`src/rtl/multicycle_control.sv`:
```
// multicycle_control: instruction sequencer for the multi-cycle RV32I-subset core.
// Steps each instruction through FETCH/DECODE/EXEC/MEM/WB and counts retirements.
module multicycle_control (
  input  logic        CLK,
  input  logic        RST,
  input  logic [6:0]  Opcode,
  input  logic [2:0]  Funct3,
  input  logic [6:0]  Funct7,
  input  logic        IMemReady,
  input  logic        DMemReady,
  output logic        PCWrite,
  output logic        IRWrite,
  output logic        RegWrite,
  output logic        MemRead,
  output logic        MemWrite,
  output logic        ALUSrc,
  output logic        ImmReg,
  output logic        WDSrc,
  output logic        MemToReg,
  output logic [2:0]  ALUControl,
  output logic [2:0]  State_O,
  output logic        Illegal,
  output logic [31:0] Retired
);

  typedef enum logic [2:0] {
    FETCH  = 3'd0,
    DECODE = 3'd1,
    EXEC   = 3'd2,
    MEM    = 3'd3,
    WB     = 3'd4,
    TRAP   = 3'd7
  } state_t;

  typedef enum logic [2:0] {
    CLS_R     = 3'd0,
    CLS_I     = 3'd1,
    CLS_LOAD  = 3'd2,
    CLS_STORE = 3'd3,
    CLS_LUI   = 3'd4
  } instr_class_t;

  typedef struct packed {
    logic       reg_write;
    logic       mem_read;
    logic       mem_write;
    logic       alu_src;
    logic       imm_reg;
    logic       wd_src;
    logic       mem_to_reg;
    logic [2:0] alu_control;
    logic       illegal;
  } strobes_t;

  localparam logic [6:0] OP_R     = 7'b0110011;
  localparam logic [6:0] OP_I     = 7'b0010011;
  localparam logic [6:0] OP_LOAD  = 7'b0000011;
  localparam logic [6:0] OP_STORE = 7'b0100011;
  localparam logic [6:0] OP_LUI   = 7'b0110111;

  localparam logic [6:0] F7_BASE  = 7'b0000000;
  localparam logic [6:0] F7_ALT   = 7'b0100000;

  localparam logic [2:0] F3_ADD   = 3'b000;
  localparam logic [2:0] F3_SLL   = 3'b001;
  localparam logic [2:0] F3_WORD  = 3'b010;
  localparam logic [2:0] F3_RSVD  = 3'b011;
  localparam logic [2:0] F3_SRL   = 3'b101;

  localparam logic [2:0] ALU_ADD  = 3'b000;
  localparam logic [2:0] ALU_SUB  = 3'b001;
  localparam logic [2:0] ALU_AND  = 3'b010;
  localparam logic [2:0] ALU_OR   = 3'b011;
  localparam logic [2:0] ALU_XOR  = 3'b100;
  localparam logic [2:0] ALU_SLL  = 3'b101;
  localparam logic [2:0] ALU_SRL  = 3'b110;
  localparam logic [2:0] ALU_SLT  = 3'b111;

  function automatic logic [2:0] funct3_to_alu(input logic [2:0] f3);
    logic [2:0] alu;
    case (f3)
      3'b000:  alu = ALU_ADD;
      3'b111:  alu = ALU_AND;
      3'b110:  alu = ALU_OR;
      3'b100:  alu = ALU_XOR;
      3'b001:  alu = ALU_SLL;
      3'b101:  alu = ALU_SRL;
      3'b010:  alu = ALU_SLT;
      default: alu = ALU_ADD;
    endcase
    return alu;
  endfunction

  // Strobes are a pure function of the state and the class latched in DECODE.
  function automatic strobes_t moore_decode(input state_t st, input instr_class_t cls,
                                            input logic [2:0] alu);
    strobes_t s;
    s = strobes_t'(11'd0);
    case (st)
      EXEC: begin
        s.alu_control = alu;
        s.alu_src     = (cls != CLS_R);
        s.imm_reg     = (cls == CLS_STORE);
      end
      MEM: begin
        s.alu_control = alu;
        s.alu_src     = 1'b1;
        s.imm_reg     = (cls == CLS_STORE);
        s.mem_read    = (cls == CLS_LOAD);
        s.mem_write   = (cls == CLS_STORE);
      end
      WB: begin
        s.reg_write  = 1'b1;
        s.mem_to_reg = (cls == CLS_LOAD);
        s.wd_src     = (cls == CLS_LUI);
      end
      TRAP: begin
        s.illegal = 1'b1;
      end
      default: begin
        s = strobes_t'(11'd0);
      end
    endcase
    return s;
  endfunction

  state_t       state_r;
  state_t       next_state_s;
  instr_class_t class_r;
  instr_class_t next_class_s;
  instr_class_t dec_class_s;
  logic [2:0]   alu_r;
  logic [2:0]   next_alu_s;
  logic [2:0]   dec_alu_s;
  logic         dec_legal_s;
  logic         retire_s;
  logic [31:0]  retired_r;
  logic [31:0]  retired_next_s;
  strobes_t     strobes_r;
  strobes_t     next_strobes_s;

  // Classify the instruction register contents and check the encoding is legal.
  always_comb begin
    dec_legal_s = 1'b0;
    dec_class_s = CLS_R;
    dec_alu_s   = ALU_ADD;
    case (Opcode)
      OP_R: begin
        dec_class_s = CLS_R;
        dec_alu_s   = funct3_to_alu(Funct3);
        if (Funct3 == F3_RSVD) begin
          dec_legal_s = 1'b0;
        end else if (Funct7 == F7_BASE) begin
          dec_legal_s = 1'b1;
        end else if ((Funct7 == F7_ALT) && (Funct3 == F3_ADD)) begin
          dec_legal_s = 1'b1;
          dec_alu_s   = ALU_SUB;
        end else begin
          dec_legal_s = 1'b0;
        end
      end
      OP_I: begin
        dec_class_s = CLS_I;
        dec_alu_s   = funct3_to_alu(Funct3);
        if (Funct3 == F3_RSVD) begin
          dec_legal_s = 1'b0;
        end else if (((Funct3 == F3_SLL) || (Funct3 == F3_SRL)) && (Funct7 != F7_BASE)) begin
          dec_legal_s = 1'b0;
        end else begin
          dec_legal_s = 1'b1;
        end
      end
      OP_LOAD: begin
        dec_class_s = CLS_LOAD;
        dec_legal_s = (Funct3 == F3_WORD);
      end
      OP_STORE: begin
        dec_class_s = CLS_STORE;
        dec_legal_s = (Funct3 == F3_WORD);
      end
      OP_LUI: begin
        dec_class_s = CLS_LUI;
        dec_legal_s = 1'b1;
      end
      default: begin
        dec_legal_s = 1'b0;
      end
    endcase
  end

  // Next-state logic; class and ALU op are captured only while leaving DECODE.
  always_comb begin
    next_state_s = state_r;
    next_class_s = class_r;
    next_alu_s   = alu_r;
    retire_s     = 1'b0;
    case (state_r)
      FETCH: begin
        if (IMemReady) begin
          next_state_s = DECODE;
        end else begin
          next_state_s = FETCH;
        end
      end
      DECODE: begin
        next_class_s = dec_class_s;
        next_alu_s   = dec_alu_s;
        if (!dec_legal_s) begin
          next_state_s = TRAP;
        end else if (dec_class_s == CLS_LUI) begin
          next_state_s = WB;
        end else begin
          next_state_s = EXEC;
        end
      end
      EXEC: begin
        if ((class_r == CLS_LOAD) || (class_r == CLS_STORE)) begin
          next_state_s = MEM;
        end else begin
          next_state_s = WB;
        end
      end
      MEM: begin
        if (!DMemReady) begin
          next_state_s = MEM;
        end else if (class_r == CLS_LOAD) begin
          next_state_s = WB;
        end else begin
          next_state_s = FETCH;
          retire_s     = 1'b1;
        end
      end
      WB: begin
        next_state_s = FETCH;
        retire_s     = 1'b1;
      end
      TRAP: begin
        next_state_s = TRAP;
      end
      default: begin
        next_state_s = FETCH;
      end
    endcase
  end

  // Strobes for the upcoming state are computed here so the output flops hold them.
  always_comb begin
    next_strobes_s = moore_decode(next_state_s, next_class_s, next_alu_s);
    if (retire_s) begin
      retired_next_s = retired_r + 32'd1;
    end else begin
      retired_next_s = retired_r;
    end
  end

  // State, decoded class, strobe and retirement registers.
  always_ff @(posedge CLK) begin
    if (RST) begin
      state_r   <= FETCH;
      class_r   <= CLS_R;
      alu_r     <= ALU_ADD;
      strobes_r <= strobes_t'(11'd0);
      retired_r <= 32'd0;
    end else begin
      state_r   <= next_state_s;
      class_r   <= next_class_s;
      alu_r     <= next_alu_s;
      strobes_r <= next_strobes_s;
      retired_r <= retired_next_s;
    end
  end

  // PC and IR loads respond in the same cycle the instruction word arrives.
  assign PCWrite    = (state_r == FETCH) && IMemReady;
  assign IRWrite    = (state_r == FETCH) && IMemReady;
  assign RegWrite   = strobes_r.reg_write;
  assign MemRead    = strobes_r.mem_read;
  assign MemWrite   = strobes_r.mem_write;
  assign ALUSrc     = strobes_r.alu_src;
  assign ImmReg     = strobes_r.imm_reg;
  assign WDSrc      = strobes_r.wd_src;
  assign MemToReg   = strobes_r.mem_to_reg;
  assign ALUControl = strobes_r.alu_control;
  assign Illegal    = strobes_r.illegal;
  assign State_O    = state_r;
  assign Retired    = retired_r;

endmodule
```
`config.mk`:
```
export PLATFORM = sky130hd
export DESIGN_NAME = multicycle_control
export DESIGN_NICKNAME = d
export VERILOG_FILES = /design/src/rtl/multicycle_control.sv
export SDC_FILE = /design/constraint.sdc
export NUM_CORES = 1
export LEC_CHECK = 0
export CORE_ASPECT_RATIO = 0.75
export CORE_UTILIZATION = 52
export DETAILED_ROUTE_END_ITERATION = 10
export PLACE_DENSITY = 0.85
export SETUP_SLACK_MARGIN = 0.02
export SKIP_LAST_GASP = 1
export SYNTH_ARGS = -nofsm -noshare
export SYNTH_HDL_FRONTEND = slang
export SYNTH_SLANG_ARGS = --single-unit
```
`constraint.sdc`:
```
create_clock -name CLK -period 5 [get_ports CLK]
set_input_delay 1 -clock CLK [delete_from_list [all_inputs] [get_ports CLK]]
set_output_delay 1 -clock CLK [all_outputs]
set_load 0.02 [all_outputs]
```
Word level (Yosys, flattened, before mapping)

Index checks and enable logic that the tools add are counted.

RAM bits: 0
Bits in latches: 0
Logic and storage cells: 87
Input port bits: 21
Memory bits (read-only): 0
Output and inout port bits: 48
Memories: 0
Flip-flop bits (word level): 52

Reductions and logical operators: 15
Div/mod/pow operators: 0
Equality and inequality tests: 28
Mux-type cells: 27
Add/subtract/negate cells: 1
Shift-type cells: 0
Multipliers: 0
Magnitude comparators: 0
Bitwise logic cells: 3

Operator list:

| operator                                      | number |
|---|---|
| adder 32 x 1 -> 32 bit, second input constant | 1 |
| == test 3 x 2 -> 1 bit, second input constant | 10 |
| == test 3 bit, second input constant          | 10 |
| 2-to-1 mux 3 bit                              | 10 |
| == test 7 x 6 -> 1 bit, second input constant | 4 |
| case mux 3 bit (6 select lines)               | 1 |
| case mux 3 bit (5 select lines)               | 1 |
| case mux 3 bit (4 select lines)               | 1 |
| 2-to-1 mux 1 bit                              | 10 |
| OR reduction 2 bit                            | 5 |
| == test 7 x 2 -> 1 bit, second input constant | 1 |
| == test 7 x 5 -> 1 bit, second input constant | 1 |
| zero test 7 bit                               | 1 |
| nonzero test 7 bit                            | 1 |
| == test 3 x 1 -> 1 bit, second input constant | 2 |
| zero test 3 bit                               | 2 |
| case mux 3 bit (2 select lines)               | 1 |
| case mux 1 bit (4 select lines)               | 1 |
| case mux 2 bit (2 select lines)               | 1 |
| logical AND 1 bit                             | 3 |
| inverter 1 bit                                | 3 |
| nonzero test 3 bit                            | 1 |
| logical OR 1 bit                              | 2 |
| case mux 1 bit (2 select lines)               | 1 |

Depth between registers and ports, before layout

Gate-level depths: netlist of the first run.

Depth after elaboration: 12
Mapped depth: 7
Mapped depth without buffers: 6

Worst setup path before layout of the first run

No wires, ideal clock.

Kind: input port to output port
From: in IMemReady
To: out PCWrite
Required time: 4.000 ns
Slack: 1.853 ns
Arrival time: 2.147 ns
Path buffers: 1
Stages: 2
Path through: nor4b_1 -> buf_4

Word-level cells in the longest chain between the ends: 1

Ends and longest elaborated chain:

| what               | line | text |
|---|---|---|
| start: declaration | 9    | `input logic IMemReady,` |
| logical AND 1 bit  | 274  | `assign PCWrite = (state_r == FETCH) && IMemReady;` |
| end: declaration   | 11   | `output logic PCWrite,` |

Every way passes these cells.

Worst setup path after layout of the first run

Same ends and word-level chain as after synthesis.

==> metrics, run 1 <==
Rows=21; Die Wd=83.2 µm; Max stage delay on crit path=710 ps; Worst-Margin Slew=723 ps; drt via density=5.83; register area share after synthesis=40.5%; Area growth syn-to-layout=29.7%; Synth Area in Compound Gates=9.64%; Starting Density=55.9%; main combinational cell family by area after synthesis=simple AND/OR/NAND/NOR gates; via count=2430; RSZ-0062 raised after global routing=false; crit-path cells=clkdlybuf4s50_1 > nor4b_1 > clkdlybuf4s50_1; GRT Total Usage=24.4%; Worst EP arrival=2640 ps; Cell Area, Synth=2570 µm²; CP Buf/Inv Count=2; worst-case vdd ir drop=0.000331 V; layout cell share with drive strength beyond 1=6.67%; final wirelength=5990 µm; CP Max Fanout=3; Setup CP Type=in2out; CTS tree=yes; Worst path slowest cell=clkdlybuf4s50_1; clk slew on worst S/H paths=90 ps; kind of end point of the critical path=output port; Synth Area in XOR/XNOR=9.54%; Placer Congestion=0.845; Max-slew headroom=51.2%; Final ANT Viol Nets=0; fin crit period=3640 ps; Final TNS setup=0 ps; Ys Warns=0; Post-CTS Resized=0; htree depth=2; max cap viols=0; CP top delay family=buffers and inverters; post-synthesis adder-cell area fraction=0.487%; DRC=0; Final Slew Violations=0; share of synthesized registers carrying an async set or reset=0%; routed length per instance=14.4 µm; Worst Hold Class=reg2reg; cts hold-fix bufs=0; Leakage=1.10 nW; Post CTS Setup Buffer Count=0; Post-synth EDFFs=0; endpoints failing setup=0; initial antenna violation count=0; Die Area=5230 µm²; # IOs=69; fmax=0.275 GHz; cells after synthesis=300; die height=62.9 µm; Top FF cell, synth=dfxtp_1; register bit total from synthesis=52; Hold Violations, Final=0; largest net degree at the start of global routing=47; first-pass GRT wire length=10300 µm; vias in the first global route=2120; CTS sink count=52; Post-Synth Simple-Gate Area=34.2%; Crit path top cell by count=clkdlybuf4s50_1; root buf cell=clkbuf_8; Pre-Repair DR Iteration Count=5; Buffers on Ports=68; NumNets Final=382; Worst setup SP type=primary input; outcome=finished, final reports clean; PD cells=318 nW/µm²; total gr overflow=0; Diodes inserted=0; core area=4600 µm²; Mapped Nets=322; Req. time, crit path=4000 ps; post-synth cell types=56; Num CTS Buffers=5; worst clock skew=6.69 ps; clk buf depth=2; post-synthesis mux area share=1.75%; Avg Inst Size Synth=8.57 µm²; dpl hpwl=4340 µm; post-route clock period utilization=72.7%; Skew-Pair Late Insertion Delay=300 ps; first-iteration detailed-routing DRC count=175; Total Power=0.00106 W
metal layers:
| metal | vias up | GRT usage, % | routed length, µm |
|---|---|---|---|
| met5 | - | 0 | 0 |
| met1 | 1126 | 36.1 | 2980 |
| li1 | 1196 | - | - |
| met2 | 99 | 36.0 | 2520 |
| met3 | 9 | 5.94 | 439 |
| met4 | 0 | 4.53 | 53 |
path summary, 6_finish.rpt:
check                              from             endpoint  slack, ps  cells after the start
hold reg to reg     alu_r[1]$_SDFF_PP0_  alu_r[1]$_SDFF_PP0_        500                      2
hold / removal      alu_r[1]$_SDFF_PP0_  alu_r[1]$_SDFF_PP0_        500                      2
setup / recovery              IMemReady              PCWrite       1360                      3
setup reg to reg  State_O[0]$_SDFF_PP0_  MemToReg$_SDFF_PP0_       2750                      5
layout make-up:
type                            count  area (µm²)
Fill cell                         360        1260
Tap cell                           57        71.3
Clock buffer                        5        68.8
Timing Repair Buffer               70         696
Multi-Input combinational cell    227        1430
Sequential cell                    52        1040
Clock inverter                      2        12.5
Inverter                            4        15.0
cells in the mapped netlist (2+ instances only):
cell type | number | area [µm²]
and2_1 | 2 | 12.5
xnor2_1 | 22 | 193
nor2b_1 | 6 | 37.5
nand3_1 | 16 | 80.1
and4_1 | 3 | 26.3
or4_1 | 4 | 30.0
nor2_1 | 41 | 154
or3_1 | 2 | 12.5
nor3_1 | 15 | 75.1
xor2_1 | 6 | 52.6
o21ai_0 | 3 | 15.0
nor4_1 | 13 | 81.3
mux2_2 | 3 | 33.8
nand4_1 | 8 | 50.1
and3_1 | 2 | 12.5
a21oi_1 | 14 | 70.1
nand2_1 | 19 | 71.3
nor3_4 | 2 | 32.5
o211ai_1 | 5 | 37.5
nor3b_1 | 5 | 37.5
buf_2 | 4 | 20.0
inv_1 | 4 | 15.0
buf_4 | 2 | 15.0
a31o_2 | 2 | 17.5
nor4b_1 | 6 | 52.6
nand2b_1 | 3 | 18.8
clkbuf_1 | 8 | 30.0
dfxtp_1 | 52 | 1040
layout by cell type, fill, tap and decap left out, types with 4 or more instances in the layout:
master / n
a21oi_1: 14
clkbuf_8: 5
clkdlybuf4s50_1: 68
dfxtp_1: 52
inv_1: 4
nand2_1: 19
nand3_1: 16
nand4_1: 8
nor2_1: 41
nor2b_1: 6
nor3_1: 15
nor3b_1: 5
nor4_1: 13
nor4b_1: 6
o211ai_1: 5
or4_1: 4
xnor2_1: 22
xor2_1: 6
cell families after synthesis:
group / after synthesis
AO/OA/AOI/OAI: 37
XOR/XNOR: 28
adder cells (fa/ha/maj): 1
buffers and inverters: 21
flip-flops: 52
multiplexers: 4
AND/OR/NAND/NOR: 157
worst reg2reg max path, stage by stage (launching register included):
cell and delay [ps]:
dfxtp_1 520, nor3b_1 630, o211ai_1 160, o21bai_1 220, o21ai_2 350, nor4b_1 290
power by group:
group / internal, W / total, W / switching [W]
Combinational: 0.000142 / 0.000358 / 0.000216
Clock: 0.0000951 / 0.000228 / 0.000133
Sequential: 0.000438 / 0.000475 / 0.0000364
Total: 0.000675 / 0.00106 / 0.000385
registers in the layout (all words and copies together) (netlist names), 3 cells and up:
register / count
Retired: 32
alu_r: 3
State_O: 3
class_r: 3
ALUControl: 3
per-stage QoR:
| step | cells | utilization (%) | setup WS [ps] | hold WS (ps) | instance area, µm² |
|---|---|---|---|---|---|
| CTS | 417 | 72.5 | 1410 | 502 | 3330 |
| floorplan | 300 | - | 1850 | 452 | 2570 |
| global placement | 410 | 70.7 | 1490 | 468 | 3250 |
| global route | 417 | 72.5 | 1310 | 530 | 3330 |
| detailed placement | 410 | 70.7 | 1440 | 481 | 3250 |
| finish | 417 | 72.5 | 1360 | 497 | 3330 |
No activity file was read; power rests on OpenSTA's default activity.
==> inputs of run 2 (changes only) <==
Settings changed: CORE_UTILIZATION 52 to 48, PLACE_DENSITY 0.85 to 0.79.
Clock period 5 ns to 3.35 ns, I/O delays scaled along.
==> run 2 against run 1 <==
  * Sequential cell count did not move
  * Clock power is 89% higher
  * Sequential share of layout area fell by 0.69 points
  * Count of clock-buffer cells in the layout unchanged
  * Final cell count grew 4.6%
  * Global-route usage fell by 2.1 points
  * Register-to-register slack got worse by 1600 ps
  * Sequential power increased by 49%
  * Critical path type unchanged
  * Critical endpoint is now IRWrite
==> metrics, run 2 (synthesis results as in run 1) <==
Post CTS Setup Buffer Count=0 (unchanged); endpoints failing setup=0 (unchanged); Num CTS Buffers=5 (unchanged); CP top delay family=buffers and inverters; GRT Total Usage=22.3% (-2.1 points); first-iteration detailed-routing DRC count=150 (-14%); final instance count without filler cells=436 (+4.6%); clk slew on worst S/H paths=90 ps (about the same); Post-CTS Resized=0 (unchanged); Final TNS setup=0 ps (unchanged); clk buf depth=2 (unchanged); drt via density=5.36 (-8.1%); Die Area=5650 µm² (+8.1%); Diodes inserted=0 (unchanged); max cap viols=0 (unchanged); DRC=0 (unchanged); Req. time, crit path=2680 ps (-1320 ps); CTS sink count=52 (unchanged); NumNets Final=385 (+0.79%); Die Wd=86.5 µm (+4.0%); Final Slew Violations=0 (unchanged); cts hold-fix bufs=0 (unchanged); fin crit period=2960 ps; worst hold slack=506 ps (+8.93 ps); Hold Violations, Final=0 (unchanged); Starting Density=51.3% (-4.6 points); CP Max Fanout=3 (unchanged); PD cells=493 nW/µm² (+55%); crit-path cells=clkdlybuf4s50_1 > nor4b_1 > clkdlybuf4s50_1; Buffers on Ports=68 (unchanged); routed length per instance=13.3 µm (-7.4%); htree depth=2 (unchanged); kind of end point of the critical path=output port; Crit path top cell by count=clkdlybuf4s50_1; layout cell share with drive strength beyond 1=7.69% (+1.0 points); die height=65.4 µm (+4.0%); Area growth syn-to-layout=32.6%; commonest non-fill, non-tap cell in the layout=clkdlybuf4s50_1; Max stage delay on crit path=710 ps (about the same); initial antenna violation count=0 (unchanged); largest net degree at the start of global routing=43 (-8.5%); Final ANT Viol Nets=0 (unchanged); # IOs=69 (unchanged); core area=5010 µm² (+9.0%); RSZ-0062 raised after global routing=false; Placed Instances=428 (+4.4%); Fillers=439 (+22%); root buf cell=clkbuf_8; worst-case vdd ir drop=0.000247 V (-25%); final wirelength=5800 µm (-3.1%); Rows=22 (+4.8%); Worst path slowest cell=clkdlybuf4s50_1; Worst EP arrival=2290 ps (-350 ps); Worst Hold Class=reg2reg; Setup CP Type=in2out; Total Power=0.00168 W (+58%); Leakage=1.13 nW (+2.7%); CP Buf/Inv Count=2 (unchanged); CTS tree=yes; Skew-Pair Late Insertion Delay=300 ps (about the same); Worst setup SP type=primary input; Placer Congestion=0.867 (+2.7%); Layout Utilization=68.0% (-4.5 points); Max-slew headroom=56.9% (+5.7 points); first-pass GRT wire length=10000 µm (-2.9%); Pre-Repair DR Iteration Count=4 (-1); max reg flops=32 (unchanged); worst clock skew=4.26 ps (-2.43 ps); dpl hpwl=4280 µm (-1.5%); most frequent cells in the layout=68 x clkdlybuf4s50_1, 52 x dfxtp_1, 41 x nor2_1; via count=2335 (-3.9%); outcome=finished, final reports clean; Worst-Margin Slew=644 ps (-78.2 ps); post-route clock period utilization=88.3%; vias in the first global route=2127 (+0.33%); total gr overflow=0 (unchanged); fmax=0.338 GHz
## run 2: area by class of cell
cell class / count / area (µm²) / area share (%)
clock buffer: 5 / 68.8 / 2.02
clock inverter: 3 / 46.3 / 1.36
inverter: 4 / 15.0 / 0.441
multi-input combinational: 227 / 1430 / 41.9
sequential: 52 / 1040 / 30.5
tap: 72 / 90.1 / 2.64
timing repair buffer: 73 / 718 / 21.1
## run 2: metal layers
metal	routed length [µm]	GRT usage, %
met1	2970	33.0
met2	2410	32.8
met4	25	5.21
met3	394	4.77
met5	0	0
## run 2: worst register-to-register path: cells and delay by family, from the launching register on
family           cells  cell delay [ps]
AO/OA/AOI/OAI        1              250
AND/OR/NAND/NOR      4             1310
flip-flops           1              520
## run 2: path summary, 6_finish.rpt
kind	from	end	slack (ps)	depth (start not counted)
setup / recovery	IMemReady	IRWrite	390	3
hold / removal	alu_r[1]$_SDFF_PP0_	alu_r[1]$_SDFF_PP0_	510	2
setup reg to reg	State_O[0]$_SDFF_PP0_	MemWrite$_SDFF_PP0_	1200	5
hold reg to reg	alu_r[1]$_SDFF_PP0_	alu_r[1]$_SDFF_PP0_	510	2
## run 2: stage by stage
step | setup WS, ps | instance area [µm²]
floorplan | 863 | 2570
global placement | 496 | 3290
detailed placement | 441 | 3290
CTS | 418 | 3410
global route | 344 | 3410
finish | 391 | 3410
## run 2: power by group
part	leakage, nW	internal [W]	total, W	switching, W
combinational	0.652	0.000227	0.000540	0.000313
sequential	0.420	0.000654	0.000709	0.0000544
clock	0.0548	0.000225	0.000431	0.000206
